**src/rtl/alu_io_pkg.sv**
```systemverilog
// alu_io_pkg: shared state encoding and opcode width for the ALU operand loader
package alu_io_pkg;
  localparam int OPCODE_W = 4;
  typedef enum logic [1:0] {
    LOAD_A  = 2'b00,
    LOAD_B  = 2'b01,
    LOAD_OP = 2'b10,
    READY   = 2'b11
  } state_t;
endpackage

```
**src/rtl/button_debouncer.sv**
```systemverilog
// button_debouncer: synchronizes, debounces and edge-detects one raw pushbutton
module button_debouncer #(
  parameter int DEBOUNCE_CYCLES = 500000
) (
  input  logic clk,
  input  logic rst,
  input  logic raw_in,
  output logic press_pulse
);
  localparam int CW = $clog2(DEBOUNCE_CYCLES + 1);
  logic [1:0]    r_sync;
  logic [CW-1:0] r_cnt;
  logic          r_db;
  logic          r_db_d;
  logic          r_pulse;
  logic          w_diff;
  logic          w_done;
  assign w_diff = r_sync[1] ^ r_db;
  assign w_done = w_diff && (r_cnt == CW'(DEBOUNCE_CYCLES - 1));
  always_ff @(posedge clk) begin
    if (rst) begin
      r_sync  <= '0;
      r_cnt   <= '0;
      r_db    <= 1'b0;
      r_db_d  <= 1'b0;
      r_pulse <= 1'b0;
    end else begin
      r_sync  <= {r_sync[0], raw_in};
      r_cnt   <= (w_diff && !w_done) ? r_cnt + CW'(1) : '0;
      r_db    <= w_done ? ~r_db : r_db;
      r_db_d  <= r_db;
      r_pulse <= r_db & ~r_db_d;
    end
  end
  assign press_pulse = r_pulse;
endmodule

```
**src/rtl/alu_operand_loader.sv**
```systemverilog
// alu_operand_loader: button-stepped capture of operands A, B and ALUControl for the ALU
module alu_operand_loader
  import alu_io_pkg::*;
#(
  parameter int N               = 3,
  parameter int DEBOUNCE_CYCLES = 500000
) (
  input  logic                clk,
  input  logic                rst,
  input  logic [N-1:0]        data_sw,
  input  logic [OPCODE_W-1:0] op_sw,
  input  logic                btn_next,
  input  logic                btn_clear,
  output logic [N-1:0]        A,
  output logic [N-1:0]        B,
  output logic [OPCODE_W-1:0] ALUControl,
  output logic                operands_valid,
  output logic [1:0]          step
);
  state_t              r_state, w_state_n;
  logic [N-1:0]        r_a, r_b, w_a_n, w_b_n;
  logic [OPCODE_W-1:0] r_op, w_op_n;
  logic                r_valid, w_valid_n;
  logic                w_next, w_clear;
  button_debouncer #(.DEBOUNCE_CYCLES(DEBOUNCE_CYCLES)) u_next (
    .clk(clk), .rst(rst), .raw_in(btn_next), .press_pulse(w_next)
  );
  button_debouncer #(.DEBOUNCE_CYCLES(DEBOUNCE_CYCLES)) u_clear (
    .clk(clk), .rst(rst), .raw_in(btn_clear), .press_pulse(w_clear)
  );
  // clear takes priority and swallows a coincident next pulse
  always_comb begin
    w_state_n = r_state;
    w_a_n     = r_a;
    w_b_n     = r_b;
    w_op_n    = r_op;
    w_valid_n = r_valid;
    if (w_clear) begin
      w_state_n = LOAD_A;
      w_a_n     = '0;
      w_b_n     = '0;
      w_op_n    = '0;
      w_valid_n = 1'b0;
    end else if (w_next) begin
      case (r_state)
        LOAD_A: begin
          w_a_n     = data_sw;
          w_state_n = LOAD_B;
        end
        LOAD_B: begin
          w_b_n     = data_sw;
          w_state_n = LOAD_OP;
        end
        LOAD_OP: begin
          w_op_n    = op_sw;
          w_valid_n = 1'b1;
          w_state_n = READY;
        end
        READY: begin
          w_valid_n = 1'b0;
          w_state_n = LOAD_A;
        end
      endcase
    end
  end
  always_ff @(posedge clk) begin
    if (rst) begin
      r_state <= LOAD_A;
      r_a     <= '0;
      r_b     <= '0;
      r_op    <= '0;
      r_valid <= 1'b0;
    end else begin
      r_state <= w_state_n;
      r_a     <= w_a_n;
      r_b     <= w_b_n;
      r_op    <= w_op_n;
      r_valid <= w_valid_n;
    end
  end
  assign A              = r_a;
  assign B              = r_b;
  assign ALUControl     = r_op;
  assign operands_valid = r_valid;
  assign step           = r_state;
endmodule
```
**config.mk**
```make
export PLATFORM = sky130hd
export DESIGN_NAME = alu_operand_loader
export DESIGN_NICKNAME = d
export VERILOG_FILES = /design/src/rtl/alu_io_pkg.sv /design/src/rtl/button_debouncer.sv /design/src/rtl/alu_operand_loader.sv
export SDC_FILE = /design/constraint.sdc
export NUM_CORES = 1
export LEC_CHECK = 0
export BUFFER_PORTS_ARGS = -buffer_cell sky130_fd_sc_hd__buf_2
export CAP_MARGIN = 10
export CORE_MARGIN = 1
export CORE_UTILIZATION = 46
export DETAILED_ROUTE_END_ITERATION = 12
export PLACE_DENSITY_LB_ADDON = 0.3
export SETUP_SLACK_MARGIN = 0.02
export SYNTH_ARGS = -nofsm -noshare
export SYNTH_HDL_FRONTEND = slang
export SYNTH_HIERARCHICAL = 1
export SYNTH_SLANG_ARGS = --single-unit
export TNS_END_PERCENT = 100
```
**constraint.sdc**
```tcl
create_clock -name clk -period 2.9 [get_ports clk]
set_input_delay 0.29 -clock clk [delete_from_list [all_inputs] [get_ports clk]]
set_output_delay 0.29 -clock clk [all_outputs]
set_load 0.01 [all_outputs]
```
# After elaboration in Yosys (flattened, before gate mapping)
# Index checks and enable logic that the tools add are counted.
[totals]
regBits = 61
in_bits = 11
word_cells = 49
[op_classes]
n_addsub = 2
mux = 2
n_eq_ne = 5
bitwise = 10
n_reduce_logical = 15
[ops]
columns = ["cell", "count"]
rows = [
  ["adder 19 x 1 -> 19 bit (second input constant)", 2],
  ["== test 19 bit (second input constant)", 2],
  ["case mux 2 bit (4 select lines)", 1],
  ["AND reduction 2 bit", 4],
  ["NOT 1 bit", 6],
  ["OR reduction 2 bit", 3],
  ["== test 2 bit (second input constant)", 2],
  ["logical AND 1 bit", 4],
  ["AND 1 bit", 2],
  ["== test 2 x 1 -> 1 bit (second input constant)", 1],
  ["zero test 1 bit", 2],
  ["zero test 2 bit", 1],
  ["case mux 1 bit (2 select lines)", 1],
  ["nonzero test 2 bit", 1],
  ["XOR 1 bit", 2],
]

# Longest topological paths before layout
[logic_depth]
ltp_word = 6
ltp_mapped = 6
mapped_depth_nobuf = 5

# Cells and area by module
# The synthesis kept the hierarchy.
[modules_own_cells]
columns = ["module", "area_per_inst_um2", "cells_per_inst", "seq_area_each_um2", "instances"]
rows = [
  ["button_debouncer", 1048.5, 113, 480.5, 2],
  ["alu_operand_loader", 656.9, 63, 260.2, 1],
]

# Worst setup path after synthesis
# OpenSTA, ideal clock, no wires.
[synth_path]
path_type = "register to register"
start = "reg u_clear.r_cnt[0]"
end = "reg u_clear.r_cnt[10]"
required_ns = 2.785
n_path_buf = 1
setup_slack_ns = 1.043
stages_incl_launch_ff = 7
arrival_ns = 1.742
synth_period_minus_slack_ns = 1.857
setup_time_ns = 0.115
cell_sequence = "dfxtp_1 > ha_1 > nand3_2 > or4_4 > o31ai_4 > buf_6 > nor2_1"
[synth_between]
elab_chain_len = 6
[synth_rtl]
columns = ["item", "line", "rtl"]
rows = [
  ["start, declared", "button_debouncer.sv:12", "logic [CW-1:0] r_cnt;"],
  ["start signal, assigned", "button_debouncer.sv:29", "r_cnt <= (w_diff && !w_done) ? r_cnt + CW'(1) : '0;"],
  ["parallel branches: the longest is 6 deep, another holds adder 19 x 1 -> 19 bit", "--", ""],
]
# Several ways; the timed one is not identified.
# A chain may end at the register's enable or synchronous reset.

# Final worst setup path
[layout_path]
start = "reg u_next.r_cnt[0]"
end = "reg u_next.r_cnt[8]"
[layout_between]
elab_chain_len = 6
[layout_rtl]
columns = ["item", "line"]
rows = [
  ["start, declared", "button_debouncer.sv:12"],
  ["start signal, assigned", "button_debouncer.sv:29"],
  ["parallel branches: the longest is 6 deep, another holds adder 19 x 1 -> 19 bit", "--"],
]
# Several ways; the timed one is not identified.

==> run metrics <==
Layout Area Growth over Synthesis 11.3%; post-route setup TNS 0 ns; area of the multi-input gates 0.00141 mm²; multiplexer share of the synthesized area under 10%; area of the mapped netlist 0.00275 mm²; final hold vios 0; most frequent cells in the layout dfxtp_1 (61), nor2_1 (43), buf_2 (23), xnor2_1 (22), nand3_1 (18); Core ar. 0.00564 mm²; Initial Util 48.8%; Skew-Pair Late Insertion Delay 0.34 ns; Die ar. about 0.0063 mm²; post-CTS sizing 0; clock transition at the registers of the reported paths about 0.06 ns; Final WS setup ~0.68 ns; P_sw 0.000332 W; Internal around 0.0012 W; minimum clock period 2.22 ns; Final Slew Violations 0; final setup vio count 0; CTS max path bufs 2; post-synthesis adder-cell area fraction under 10%; Avg WL per Cell about 12 µm; slew margin rel. between 40% and 50%; PwrDens 512 mW/mm²; CTS buffer count 9; Clock Power Share 44.8%; Rows 27; H-tree levels 3; unrepaired setup endpoints after global routing no; LEAKAGE a little over 1 nW; worst slew pin tran 0.813 ns; IO Count 24; clock skew 0.00953 ns; syn_nets 307; I/O Buffers 23; peak supply drop 352 µV; Area contributors post-synth dfxtp_1 (44%), xnor2_1 (7.0%), nor2_1 (5.9%); Data arrival, critical path around 2.4 ns; max-capacitance violation count 0; DRT antenna net count 0; Sw Share between 20% and 30%; min-delay src btn_clear; reg2reg start u_next/r_cnt[0]; Mean Syn Cell Area 9.53 µm²; Min-Delay Path Class primary input to register; Critical Path Sink Type register; gate count of the mapped netlist 289; worst r2r path cells 5; Post CTS Setup Buffer Count 0; hold buffers post-CTS 0; residual DRC count 0; register area share after synthesis between 40 and 50%; register area 0.00122 mm²; vias in the first global route 1917; capturing point of the worst reg2reg path u_next/r_cnt[8]; top cell type's share of synthesized area 44.3%; #FFs+latches synth 61; Die Wd 79.4 µm; post-synthesis compound-gate area fraction 11.3%; DP Wirelength 3.16 mm; f_max between 0.4 and 0.5 GHz; critical path required time 3.09 ns; average via count per standard cell 5.16; TritonCTS clock tree built; largest net degree at the start of global routing 26; via count 2024; largest family of logic cells by synthesized area simple AND/OR/NAND/NOR gates; commonest non-fill, non-tap cell in the layout dfxtp_1; final wirelength 4.67 mm; Crit Path Class register to register; # fillers ~520; first-pass GRT wire length approximately 8.4 mm; Initial DRC Count 60; hold endpoint u_clear/r_sync[0]; xor and xnor fraction of the mapped netlist area 8.91%; ratio of cells with drive above 1 in the final layout 20.9%; Reg power frac 53.7%; status finished, final reports clean; CTS root buf clkbuf_8; Synth Area in Simple Gates 26.8%; initial antenna violation count 0; die height 79.4 µm; setup slack at placement 0.661 ns; period utilisation layout 76.7%; Yosys warnings 6; Synth cell types 38; Clock Sinks 61; CP startpoint kind register; hold depth 2; Nets 334; total global routing track utilization 17.5%; drt first pass iters 4; reg2reg setup slack 0.68 ns; grt ovf 0; CP max FO 19; Comb pwr share 1.5%; GPL Wtd Cong 0.751; post-synth top area cell dfxtp_1; n_diodes 0
final cells by class:
| cell class | instances | area share [%] |
|---|---|---|
| tap | 72 | 2.94 |
| clock buffer | 10 | 4.16 |
| timing repair buffer | 23 | 3.76 |
| inverter | 12 | 1.47 |
| clock inverter | 5 | 1.71 |
| sequential | 61 | 39.9 |
| multi-input combinational | 209 | 46.1 |
cells in the mapped netlist (all sizes together):
cell,n
nand2b,4
or2,3
xnor2,22
buf,6
dfxtp,61
mux2i,3
nand2,14
ha,7
o31ai,4
a21oi,19
xor2,6
nor2,43
and4,2
and3,2
a21bo,10
or3,4
nand4,10
or4,6
a211oi,2
inv,12
nor2b,4
nor3,10
nor4,8
nand3,22
clkbuf,1
o21ai,4
sequential cells by signal, summed over array words and instances (netlist names):
register             flops
u_next/r_db_d            1
step                     2
u_next/press_pulse       1
u_clear/r_cnt           19
u_clear/r_sync           2
u_clear/press_pulse      1
u_next/r_cnt            19
u_clear/r_db_d           1
operands_valid           1
ALUControl               4
u_next/r_sync            2
u_next/r_db              1
A                        3
u_clear/r_db             1
B                        3
power groups by stage:
stage	clock [W]	sequential, W	combinational [W]
floorplan	0	0.000862	0.0000158
global placement	0	0.000862	0.0000242
detailed placement	0	0.000862	0.0000244
CTS	0.000729	0.000843	0.0000246
global route	0.000767	0.000843	0.0000270
finish	0.000703	0.000843	0.0000241
critical path, cell delays in order (launching register included):
cell and delay [ns]:
dfxtp_1 0.41, ha_1 0.24, nand3_2 0.16, or4_4 0.47
o31ai_4 0.66, nor2_1 0.12
metal layers:
layer	routed length [µm]	share of wire, %	GRT usage, %	vias up
li1	-	-	-	1062
met1	2380	51	20.2	922
met2	1970	42	27.8	32
met3	235	5.0	8.00	8
met4	71	1.5	7.64	0
met5	0	0	0	-
stage by stage:
step | hold slack, ns | area, µm² | total power [W] | instances | utilization (%)
finish | 0.176 | 3060 | 0.00157 | 392 | 54.3
global route | 0.170 | 3060 | 0.00164 | 392 | 54.3
CTS | 0.160 | 3060 | 0.00160 | 392 | 54.3
detailed placement | 0.375 | 2880 | 0.000887 | 377 | 51.1
global placement | 0.371 | 2880 | 0.000886 | 377 | 51.1
floorplan | 0.362 | 2750 | 0.000877 | 289 | -
how the worst max path moves through the flow:
stage / startpoint / end / slack [ns] / cells after the start
after detailed placement: u_next/r_cnt[0] / u_next/r_cnt[8] / 0.66 / 5
after global routing: u_next/r_cnt[0] / u_next/r_cnt[15] / 0.53 / 5
after CTS: u_next/r_cnt[0] / u_next/r_cnt[8] / 0.65 / 5
after global placement: u_next/r_cnt[0] / u_next/r_cnt[3] / 0.71 / 5
final: u_next/r_cnt[0] / u_next/r_cnt[8] / 0.68 / 5
after floorplan: u_clear/r_cnt[0] / u_clear/r_cnt[10] / 1.04 / 6
logic make-up (layout without fill, tap and decap cells):
kind of cell    Yosys count  in the layout
simple gates            132            132
compound gates           39             39
buf+inv                  19             50
xor+xnor                 28             28
mux                       3              3
fa+ha+maj                 7              7
flops                    61             61
Power figures use the tool's default switching activity.
